--- src/rtl/test_pattern_pkg.sv ---
// Shared definitions for the test pattern source.
// Holds the pattern-mode and FSM-state encodings, plus the PRBS-7 tap
// positions and a single-step helper used by the PRBS generator.
package test_pattern_pkg;

  typedef enum logic [1:0] {
    MODE_TOGGLE  = 2'd0,
    MODE_COUNTER = 2'd1,
    MODE_PRBS7   = 2'd2,
    MODE_CONST   = 2'd3
  } mode_e;

  typedef enum logic [1:0] {
    ST_IDLE  = 2'd0,
    ST_BURST = 2'd1,
    ST_GAP   = 2'd2
  } state_e;

  // x^7 + x^6 + 1, Fibonacci form: feedback is s[6] ^ s[5].
  localparam int PRBS7_TAP_A = 6;
  localparam int PRBS7_TAP_B = 5;

  // One shift-left step; the new bit enters at s[0], s[6] is the output bit.
  function automatic logic [6:0] prbs7_step(input logic [6:0] s);
    return {s[5:0], s[PRBS7_TAP_A] ^ s[PRBS7_TAP_B]};
  endfunction

endpackage

--- src/rtl/test_pattern_source_prbs7_gen.sv ---
// prbs7_gen: PRBS-7 generator producing DATA_W bits per advance.
// Ports:
//   clk, rst    clock, synchronous active-low reset (loads SEED)
//   load        reload the register with SEED (wins over advance)
//   advance     step the register DATA_W bit positions
//   data        DATA_W bits of the current state; the bit that comes out of
//               the register first sits in the MSB
module prbs7_gen
  import test_pattern_pkg::*;
#(
  parameter int         DATA_W = 2,
  parameter logic [6:0] SEED   = 7'h7F
) (
  input  logic              clk,
  input  logic              rst,
  input  logic              load,
  input  logic              advance,
  output logic [DATA_W-1:0] data
);

  logic [6:0] lfsr_q;
  logic [6:0] lfsr_d;
  logic [6:0] walk;

  // Unroll DATA_W serial steps: each step emits s[6] then shifts. The
  // final walk value is the state after this beat has been consumed.
  always_comb begin
    data = '0;
    walk = lfsr_q;
    for (int i = DATA_W - 1; i >= 0; i--) begin
      data[i] = walk[6];
      walk    = prbs7_step(walk);
    end
    lfsr_d = lfsr_q;
    if (load) begin
      lfsr_d = SEED;
    end else if (advance) begin
      lfsr_d = walk;
    end
  end

  always_ff @(posedge clk) begin
    if (!rst) begin
      lfsr_q <= SEED;
    end else begin
      lfsr_q <= lfsr_d;
    end
  end

endmodule

--- config.mk ---
export PLATFORM = sky130hd
export DESIGN_NAME = prbs7_gen
export DESIGN_NICKNAME = d
export VERILOG_FILES = /design/src/rtl/test_pattern_pkg.sv /design/src/rtl/test_pattern_source_prbs7_gen.sv
export SDC_FILE = /design/constraint.sdc
export NUM_CORES = 1
export LEC_CHECK = 0
export ABC_AREA = 0
export CAP_MARGIN = 30
export CORE_AREA = 2 2 39 41
export CTS_CLUSTER_DIAMETER = 100
export DETAILED_ROUTE_END_ITERATION = 10
export DIE_AREA = 0 0 41 43
export GPL_TIMING_DRIVEN = 0
export PLACE_DENSITY = 0.45
export SYNTH_ARGS = -nofsm -noshare
export SYNTH_HDL_FRONTEND = slang
export SYNTH_SLANG_ARGS = --single-unit
--- constraint.sdc ---
create_clock -name clk -period 1.3 [get_ports clk]
set_clock_uncertainty 0.1 [all_clocks]
set_input_delay 0.26 -clock clk [delete_from_list [all_inputs] [get_ports clk]]
set_output_delay 0.26 -clock clk [all_outputs]
set_load 0.02 [all_outputs]
==> flow_metrics.tcl <==
set metrics [dict create \
    grt_overflow_total 0 \
    synth-seq-cells 7 \
    hold_violations 0 \
    clkPwrFrac_pct 43.7 \
    min_period_over_period_pct 94.3 \
    grt_max_degree 9 \
    n_antenna_cell 0 \
    drive_gt1_share_pct 29.7 \
    netSwitchingPower_mw 0.0894 \
    top_level_ports 6 \
    pwr-share-comb_pct 6.5 \
    numCtsBuffers 3 \
    powerDensity_nw_per_um2 1180 \
    cts_setup_buffers 0 \
    gp_congestion 0.650 \
    rows 14 \
    rsz0062_at_grt "no" \
    slew_viol_final 0 \
    setup_viol 0 \
    firstDrtPassIters 2 \
    nets 42 \
    drc 0 \
    switching_share_pct 20.3 \
    hold_class "in2reg" \
    portBuffers 4 \
    cts_root_buffer "clkbuf_4" \
    largest_reg_flops 7 \
    seqPwrFrac_pct 49.9 \
    final.setup.tns_ps 0 \
    synth_area_sq_um 293 \
    status "finished, final reports clean" \
    synth_top_area_cell "dfxtp_1" \
    ant_nets 0 \
    worstSetupPathType "reg2out" \
    syn_inst 29 \
    top_regs "lfsr_q: 7 flops" \
    vdd_drop_max_mv 0.389 \
    antenna_found_initial 0 \
    clock_path_buffers 2 \
    avgRoutedWirePerCell_microns 8.70 \
    die_area_sq_um 1760 \
    cts_tree "yes" \
    synth_area_per_cell_sq_um 10.1 \
    place_hpwl_microns 364 \
    syn_nets 33 \
    leakage_nw 0.158 \
    grt_usage_pct 7.25 \
    drtIter0Drc 4 \
    wirelength_microns 461 \
    fin_crit_ps 1230 \
    yosysSeqAreaShare_pct 47.9 \
    regMostFlops "lfsr_q" \
    arrival_ps 870 \
    die_x_microns 41 \
    worstSetupEndpointType "output port" \
    vias 202 \
    tightest_slew_ps 137 \
    via_per_inst 3.81 \
    final_cell_mix "5 x mux2i_1, 5 x nand2_1, 5 x dfxtp_1, 3 x buf_4, 3 x clkbuf_4" \
    start_kind "register" \
    path_clk_slew_ps 50 \
    relSlewSlack_pct 90.6 \
    die_height_microns 43 \
    grt_pass1_wl_microns 738 \
    core_area_sq_um 1380 \
    synth_area_leaders "dfxtp_1 48%, mux2i_1 17%, buf_4 7.7%" \
    clock_sinks 7 \
    critPathMaxFanout 4 \
    internal_power_mw 0.351 \
    synth.distinct_cells 10 \
    first_global_vias 189 \
    synth_top_area_share_pct 47.9 \
    clk_latency_ps 250 \
    required_ps 940 \
    yosys_warnings 0 \
    cts-htree-levels 1 \
    maxCapViolations 0 \
    power_mw 0.440 \
    areaGrowthSynthToFinish_pct 27.8 \
    start_util_pct 21.2 \
    fmaxAchievable_mhz 815 \
]
## synthesized netlist by cell type, drive strengths merged
library cell  number
a22oi              2
and2b              1
and3b              1
buf                3
clkbuf             1
dfxtp              7
mux2i              5
nand2              5
nor2               2
xnor2              2
## path summary, 6_finish.rpt
kind,start,to,slack [ps],cells after the start
worst min register to register,lfsr_q[2],lfsr_q[4],370,2
worst max register to register,lfsr_q[4],lfsr_q[0],510,2
worst max-delay path,lfsr_q[5],data[0],70,2
worst min-delay path,advance,lfsr_q[4],230,3
## worst max-delay path: stages (launching register included)
cell     delay (ps)
dfxtp_4         350
buf_4           120
buf_2           150
## power by group through the flow
stage | sequential [mW] | combinational, mW | clock, mW
detailed placement | 0.226 | 0.0288 | 0
floorplan | 0.225 | 0.0198 | 0
global placement | 0.226 | 0.0286 | 0
CTS | 0.219 | 0.0289 | 0.208
finish | 0.219 | 0.0285 | 0.192
global route | 0.219 | 0.0311 | 0.222
## logic make-up (layout without fill, tap and decap cells)
kind of cell    count (synthesis)  in the layout  synth area share, %
compound gates                  2              2                 5.13
xor+xnor                        2              2                 5.98
buf+inv                         4             12                 9.40
flops                           7              7                 47.9
mux                             5              5                 17.1
simple gates                    9              9                 14.5
## metrics by stage
stage                     utilization [%]  setup WS [ps]  instances  instance area (sq um)  hold slack, ps
after floorplan                         -            401         29                    293             341
after global placement               25.5           -168         49                    353             357
after detailed placement             25.5           -166         49                    353             363
after CTS                            27.0           53.6         53                    374             218
after global routing                 27.0           29.7         53                    374             226
final                                27.0           73.5         53                    374             227
## cell type report
type,instances,area [sq um]
Buffer,4,27.5
Clock buffer,4,26.3
Sequential cell,7,145
Tap cell,16,20.0
Multi-Input combinational cell,18,125
Timing Repair Buffer,4,30.0
Fill cell,157,1010
## routing by layer
metal / part of all wire, % / track usage [%]
met1: 48 / 7.14
met2: 46 / 8.13
met3: 5.9 / 6.28
met4: 0 / 8.00
met5: 0 / 0
## what timing repair did
action	CTS	global route
hold buffers	0	0
resized for setup	11	0
endpoints found under the hold margin	0	0
setup endpoints to repair	2	0
(Power assumes the default switching activity.)
